File: config.mk
export PLATFORM = sky130hd
export DESIGN_NAME = uart_tx_arbiter
export DESIGN_NICKNAME = d
export VERILOG_FILES = /design/src/rtl/uart_tx_arbiter.sv
export SDC_FILE = /design/constraint.sdc
export NUM_CORES = 1
export LEC_CHECK = 0
export CAP_MARGIN = 5
export CORE_ASPECT_RATIO = 0.5
export CORE_MARGIN = 5
export CORE_UTILIZATION = 30
export DETAILED_ROUTE_END_ITERATION = 10
export GPL_ROUTABILITY_DRIVEN = 1
export PLACE_DENSITY = 0.63
export SYNTH_ARGS = -nofsm -noshare
export SYNTH_HDL_FRONTEND = slang
export SYNTH_SLANG_ARGS = --single-unit
File: constraint.sdc
create_clock -name clk -period 3.48 [get_ports clk]
set_clock_uncertainty 0.15 [all_clocks]
set_input_delay 0.696 -clock clk [delete_from_list [all_inputs] [get_ports clk]]
set_output_delay 0.696 -clock clk [all_outputs]
set_load 0.1 [all_outputs]
File: src/rtl/uart_tx_arbiter.sv
// Round-robin packet arbiter feeding one UART TX byte stream. A grant is held until
// the packet ends, MAX_PKT bytes have gone out, or the holder stalls for IDLE_TMO cycles.
module uart_tx_arbiter #(
    parameter int NUM_REQ  = 3,
    parameter int MAX_PKT  = 64,
    parameter int IDLE_TMO = 16
) (
    input  logic                 clk,
    input  logic                 rst_n,
    input  logic [NUM_REQ-1:0]   req_valid,
    input  logic [NUM_REQ-1:0]   req_last,
    input  logic [8*NUM_REQ-1:0] req_data,
    output logic [NUM_REQ-1:0]   req_ready,
    output logic                 out_valid,
    input  logic                 out_ready,
    output logic [7:0]           out_data,
    output logic [1:0]           grant_id,
    output logic                 busy
);

    typedef enum logic {ST_IDLE = 1'b0, ST_LOCK = 1'b1} state_t;

    state_t     r_state;
    state_t     w_next;
    logic [1:0] r_grant_id;
    logic [1:0] r_last_grant;
    logic [7:0] r_byte_cnt;
    logic [7:0] r_stall_cnt;

    logic       w_win_found;
    logic [1:0] w_winner;
    logic       w_sel_valid;
    logic       w_sel_last;
    logic [7:0] w_sel_data;
    logic       w_lock;
    logic       w_xfer;
    logic       w_stall;
    logic       w_exit;

    // Selected requester lane
    always_comb begin
        w_sel_valid = 1'b0;
        w_sel_last  = 1'b0;
        w_sel_data  = 8'h00;
        for (int i = 0; i < NUM_REQ; i++) begin
            if (r_grant_id == 2'(i)) begin
                w_sel_valid = req_valid[i];
                w_sel_last  = req_last[i];
                w_sel_data  = req_data[8*i +: 8];
            end
        end
    end

    // Offsets 1..NUM_REQ from last_grant in priority order; the first valid one wins
    always_comb begin
        w_win_found = 1'b0;
        w_winner    = 2'd0;
        for (int k = 1; k <= NUM_REQ; k++) begin
            for (int i = 0; i < NUM_REQ; i++) begin
                if (!w_win_found && req_valid[i] &&
                    ((int'(r_last_grant) + k) % NUM_REQ) == i) begin
                    w_win_found = 1'b1;
                    w_winner    = 2'(i);
                end
            end
        end
    end

    assign w_lock  = (r_state == ST_LOCK);
    assign w_xfer  = w_lock && w_sel_valid && out_ready;
    assign w_stall = w_lock && !w_sel_valid;
    assign w_exit  = (w_xfer && (w_sel_last || (r_byte_cnt + 8'd1) == 8'(MAX_PKT))) ||
                     (w_stall && (r_stall_cnt + 8'd1) >= 8'(IDLE_TMO));

    always_ff @(posedge clk or negedge rst_n) begin
        if (!rst_n) r_state <= ST_IDLE;
        else        r_state <= w_next;
    end

    always_comb begin
        w_next = r_state;
        case (r_state)
            ST_IDLE: if (w_win_found) w_next = ST_LOCK;
            ST_LOCK: if (w_exit)      w_next = ST_IDLE;
            default: w_next = ST_IDLE;
        endcase
    end

    always_comb begin
        req_ready = '0;
        out_valid = 1'b0;
        out_data  = 8'h00;
        busy      = w_lock;
        grant_id  = r_grant_id;
        if (w_lock) begin
            out_valid = w_sel_valid;
            out_data  = w_sel_data;
            for (int i = 0; i < NUM_REQ; i++)
                req_ready[i] = (r_grant_id == 2'(i)) && out_ready;
        end
    end

    always_ff @(posedge clk or negedge rst_n) begin
        if (!rst_n) begin
            r_grant_id   <= 2'd0;
            r_last_grant <= 2'(NUM_REQ - 1);
            r_byte_cnt   <= 8'd0;
            r_stall_cnt  <= 8'd0;
        end else if (!w_lock) begin
            if (w_win_found) begin
                r_grant_id  <= w_winner;
                r_byte_cnt  <= 8'd0;
                r_stall_cnt <= 8'd0;
            end
        end else begin
            if (w_xfer) begin
                r_byte_cnt  <= r_byte_cnt + 8'd1;
                r_stall_cnt <= 8'd0;
            end else if (w_stall && r_stall_cnt != 8'hFF) begin
                r_stall_cnt <= r_stall_cnt + 8'd1;
            end
            if (w_exit) r_last_grant <= r_grant_id;
        end
    end

endmodule

==> results.yml, run 1 <==
timing:
  tightest_slew_ns: 0.940
  fin_crit_sh: 0.853
  maxSlewHeadroom: 0.372
  finalHoldViolations: 0
  tns_ns: 0
  period_needed_ns: 2.97
  setup_viol: 0
  drv_slew: 0
  timing.fmax_mhz: 337
  rsz0062_at_grt: "no"
clock_network:
  cts_tree: "done"
  cts_setup_buffers: 0
  clock-root-buffer: "clkbuf_8"
  clk_latency_ns: 0.26
  cts_buffer_depth: 2
  h-tree-depth: 1
  holdBufCountCts: 0
  cts_sinks: 21
  numCtsBuffers: 3
  clk_pin_slew_ns: 0.08
  cts_resized: 0
finish:
  drive_gt1_frac: 0.132
  area_growth_pct: 44.8
  antenna_cells: 0
  finish.utilization: 0.452
  final_common_cell: "clkdlybuf4s50_1"
  fillerInstances: 507
  nNetsFinal: 274
  final_cell_mix: "clkdlybuf4s50_1, nor2_1, dfrtp_1"
worst_setup_path:
  path_max_fanout: 14
  end_kind: "output pin"
  r2r_cells: 6
  r2r-start: "grant_id[0]$_DFFE_PN0P_"
  cp.arrival_ns: 2.12
  r2r_end: "r_stall_cnt[6]$_DFFE_PN0P_"
  r2r_setup_slack_ns: 0.86
  crit_required_ns: 2.63
  start_kind: "flip-flop"
  worstSetupPathType: "reg2out"
power:
  ir_drop_uv: 664
  leakagePower_nw: 0.952
  power_density_nw_per_um2: 989
route:
  ant_nets: 0
  drtIter0Drc: 100
  drt-wirelength-per-cell_um: 13.7
  viasPerCell: 5.09
  drt-pass1-iter-count: 4
  drc_errors: 0
  routed_wirelength_um: 4190
  num_vias: 1551
global_route:
  grt_max_degree: 22
  grt_usage: 0.134
  grt_pass1_vias: 1600
  grt_overflow: 0
  antenna_found_initial: 0
  grt_pass1_wl_um: 7380
placement:
  gp_congestion: 0.810
  io_buffers: 47
  dp_hpwl_um: 3250
die:
  boundaryPins: 48
  core-area_um2: 4950
  die_h_um: 60.8
  die_w_um: 112
  start_util: 0.312
  rows: 18
  design.die.area_um2: 6780
synth:
  netlist_area_um2: 1550
  async_flop_share: 1.00
  synth_edf_count: 0
  synthFlopType: "dfrtp_1"
  synth_area_per_cell_um2: 8.14
  synth_top_area_share: 0.324
  yosysSeqAreaShare: 0.341
  synth.area.top_cells: "dfrtp_1, mux2i_1, nor2_1"
  synth_cell_type_count: 40
  ys_seq_elements: 21
  synth_fp_nets: 228
  syn_inst: 190
  synth_largest_area_cell: "dfrtp_1"
  synth_warnings: 0
run:
  drv_cap: 0
worst_hold_path:
  min_path_type: "reg2reg"
  whs_path_depth: 1
  hold_end: "r_byte_cnt[7]$_DFFE_PN0P_"
  hold_start: "r_byte_cnt[7]$_DFFE_PN0P_"
run_status:
  outcome: "finished clean"
worst max-delay path by stage:
| stage | from | endpoint | cells after the start |
|---|---|---|---|
| after detailed placement | req_valid[0] | out_valid | 5 |
| after global routing | grant_id[0]$_DFFE_PN0P_ | out_valid | 4 |
| final | grant_id[0]$_DFFE_PN0P_ | out_valid | 4 |
| after floorplan | grant_id[0]$_DFFE_PN0P_ | out_data[7] | 5 |
| after CTS | grant_id[0]$_DFFE_PN0P_ | out_valid | 4 |
| after global placement | req_valid[0] | out_valid | 5 |
registers in the layout, summed over array words and instances, names as in the netlist:
name,flops
busy,1
grant_id,2
r_byte_cnt,8
r_last_grant,2
r_stall_cnt,8
logic make-up after synthesis:
family,synth area share
buffers and inverters,0.0396
muxes,0.100
AOI/OAI and AO/OA,0.243
xor gates and xnor gates,0.0113
adders and majority gates,0.0405
DFF,0.341
and+or+nand+nor,0.225
through the flow:
step | hold slack (ns) | cells | setup slack, ns | instance area [um^2] | total power, mW
2_1_floorplan | 0.250 | 190 | -0.231 | 1560 | 1.55
3_5_place_dp | 0.381 | 301 | 0.589 | 2190 | 2.07
3_3_place_gp | 0.361 | 301 | 0.638 | 2190 | 2.04
4_1_cts | 0.392 | 305 | 0.467 | 2240 | 2.23
6_report | 0.387 | 305 | 0.513 | 2240 | 2.21
5_1_grt | 0.425 | 305 | 0.370 | 2240 | 2.36
final cells by class:
class,count,area [um^2],area share
flip-flops and latches,21,527,0.235
well taps,70,87.6,0.0391
repair buffers,48,578,0.258
clock inverters,1,5.00,0.00223
clock buffers,3,41.3,0.0184
inverters,8,30.0,0.0134
multi-input cells,154,971,0.434
where the power goes:
group / switching [mW] / internal (mW) / leakage [nW]
clock network: 0.0820 / 0.0799 / 0.0255
registers: 0.120 / 0.319 / 0.269
logic: 1.06 / 0.555 / 0.657
Yosys cell counts (2+ instances only):
cell type  number
o21ai_1        16
a21oi_1        15
nor3_1          4
clkbuf_1        3
buf_2           4
xnor2_1         2
a31oi_1         2
o21ai_0         4
mux2i_1        14
ha_1            5
o41ai_1         3
nand3_1        10
inv_1           7
dfrtp_1        20
o31ai_1         6
nand2_1        16
and3_1          6
and2_1          2
nor2_1         30
routing by layer:
layer  vias to the layer above  part of all wire  GRT usage
li1                        784                 -          -
met1                       712              0.45      0.159
met2                        50              0.44      0.230
met3                         5             0.096     0.0468
met4                         0             0.014     0.0520
met5                         -                 0          0
critical path: stages (launching register included):
cell and delay, ns:
dfrtp_1 0.82, and2b_1 0.41, a2bb2oi_4 0.32, nor2_1 0.11, buf_12 0.19
(Power assumes the default switching activity.)
==> inputs of run 2 (changes only) <==
- CTS_BUF_LIST: not set -> sky130_fd_sc_hd__clkbuf_8 sky130_fd_sc_hd__clkbuf_16
==> results of run 2 <==
The final DEF is identical to that of run 1; final timing and power are the same.
==> inputs of run 3 (changes only) <==
--- a/config.mk
+++ b/config.mk
@@ -8,5 +8,5 @@
 export CAP_MARGIN = 5
 export CORE_ASPECT_RATIO = 0.5
-export CORE_MARGIN = 5
+export CORE_MARGIN = 2
 export CORE_UTILIZATION = 30
 export CTS_BUF_LIST = sky130_fd_sc_hd__clkbuf_8 sky130_fd_sc_hd__clkbuf_16
@@ -14,4 +14,5 @@
 export GPL_ROUTABILITY_DRIVEN = 1
 export PLACE_DENSITY = 0.63
+export SKIP_CTS_REPAIR_TIMING = 1
 export SYNTH_ARGS = -nofsm -noshare
 export SYNTH_HDL_FRONTEND = slang
--- a/constraint.sdc
+++ b/constraint.sdc
@@ -3,3 +3,3 @@
 set_input_delay 0.696 -clock clk [delete_from_list [all_inputs] [get_ports clk]]
 set_output_delay 0.696 -clock clk [all_outputs]
-set_load 0.1 [all_outputs]
+set_load 0.02 [all_outputs]
==> run 3 against run 2 <==
Compared with the run above: flip-flop and latch count is the same; setup slack got worse by 0.22 ns; worst hold slack better by 0.012 ns; wire length fell by 1.0%; sequential share of layout area is 1.2 points higher.
==> results.yml, run 3 (synthesis results as in run 1) <==
clock_network:
  h-tree-depth: 1
  clock-root-buffer: "clkbuf_8"
  clk_pin_slew_ns: 0.07
  cts_sinks: 21
  cts_buffer_depth: 2
  cts_tree: "done"
  numCtsBuffers: 3
  clk_latency_ns: 0.26
worst_hold_path:
  whs_path_depth: 1
  hold_start: "r_stall_cnt[3]$_DFFE_PN0P_"
  min_path_type: "reg2reg"
die:
  rows: 18
  start_util: 0.312
  die_h_um: 54.8
  die_w_um: 106
  core-area_um2: 4950
  boundaryPins: 48
  design.die.area_um2: 5780
route:
  drt-pass1-iter-count: 4
  drt-wirelength-per-cell_um: 13.5
  num_vias: 1561
  met2WireLength_um: 1930
  routed_wirelength_um: 4140
  drc_errors: 0
  wl_met1_um: 2090
  viasPerCell: 5.10
  ant_nets: 0
  wl_met3_um: 108
  drtIter0Drc: 71
  top_layer: "met4"
worst_setup_path:
  crit_path_end: "out_valid"
  r2r_end: "r_byte_cnt[7]$_DFFE_PN0P_"
  r2r-start: "r_last_grant[1]$_DFFE_PN1P_"
  crit_required_ns: 2.63
  end_kind: "output pin"
  r2r_cells: 6
  path_max_fanout: 8
  r2r_setup_slack_ns: 1.18
  start_kind: "input port"
  worstSetupPathType: "in2out"
  cp.arrival_ns: 2.34
  cp-startpoint: "req_valid[0]"
finish:
  final_common_cell: "clkdlybuf4s50_1"
  final_cell_mix: "clkdlybuf4s50_1, nor2_1, dfrtp_1"
  seqCellArea_um2: 527
  finish.utilization: 0.431
  largest_registers: "r_byte_cnt (8), r_stall_cnt (8)"
  area_growth_pct: 37.9
  nNetsFinal: 275
  stdcell_count: 306
  fillerInstances: 505
  multi_input_comb_area_um2: 958
  drive_gt1_frac: 0.0551
  antenna_cells: 0
global_route:
  grt_pass1_vias: 1430
  grt_usage: 0.147
  grt_max_degree: 22
  antenna_found_initial: 0
  grt_pass1_wl_um: 6800
  grt_overflow: 0
power:
  power_density_nw_per_um2: 716
  leakagePower_nw: 0.896
  ir_drop_uv: 238
placement:
  dpl_worst_slack_ns: 0.296
  dp_hpwl_um: 3100
  gp_congestion: 0.794
  dp.cells: 302
  io_buffers: 47
timing:
  worst_slack_ns: 0.289
  tightest_slew_ns: 0.987
  rsz0062_at_grt: "no"
  setup_viol: 0
  tns_ns: 0
  timing.fmax_mhz: 313
  finalHoldViolations: 0
  maxSlewHeadroom: 0.340
  period_needed_ns: 3.19
  fin_crit_sh: 0.917
  drv_slew: 0
run:
  drv_cap: 0
run_status:
  outcome: "finished clean"
-- run 3: cell count changes in the layout (fill, tap and decap cells not counted), moves of 2 or more --
cell and change:
nor3_1 +2, nor3_2 -2, clkdlybuf4s50_1 +15, buf_12 -11, buf_4 -3
-- run 3: worst min path at each step --
stage	end	slack, ns
floorplan	busy$_DFF_PN0_	0.25
global placement	r_byte_cnt[7]$_DFFE_PN0P_	0.37
detailed placement	r_stall_cnt[3]$_DFFE_PN0P_	0.38
CTS	r_stall_cnt[3]$_DFFE_PN0P_	0.40
global route	r_stall_cnt[7]$_DFFE_PN0P_	0.43
finish	r_stall_cnt[3]$_DFFE_PN0P_	0.40
-- run 3: through the flow --
stage	area [um^2]	power, mW	hold slack (ns)
2_1_floorplan	1550	1.03	0.250
3_3_place_gp	2090	1.36	0.371
3_5_place_dp	2090	1.37	0.380
4_1_cts	2130	1.53	0.396
5_1_grt	2130	1.67	0.428
6_report	2130	1.53	0.398
-- run 3: layout make-up --
cell class                      count  area share
Clock inverter                      1     0.00176
Multi-Input combinational cell    154       0.449
Tap cell                           70      0.0411
Timing Repair Buffer               49       0.228
Sequential cell                    21       0.247
Inverter                            8      0.0141
Clock buffer                        3      0.0194
-- run 3: worst max-delay path, cell delays in order --
cell and delay (ns):
clkdlybuf4s50_1 0.49, mux2i_1 0.28, a2bb2oi_4 0.27, nor2_1 0.07, clkdlybuf4s50_1 0.55
-- run 3: where the power goes --
part	internal (mW)	switching, mW	total, mW
combinational	0.427	0.542	0.969
sequential	0.320	0.0808	0.400
clock	0.0786	0.0797	0.158
total	0.826	0.702	1.53
-- run 3: per-layer routing --
| metal | up-vias | global-route usage |
|---|---|---|
| li1 | 780 | - |
| met1 | 751 | 0.201 |
| met2 | 28 | 0.251 |
| met3 | 2 | 0.0286 |
| met4 | 0 | 0.0241 |
| met5 | - | 0 |
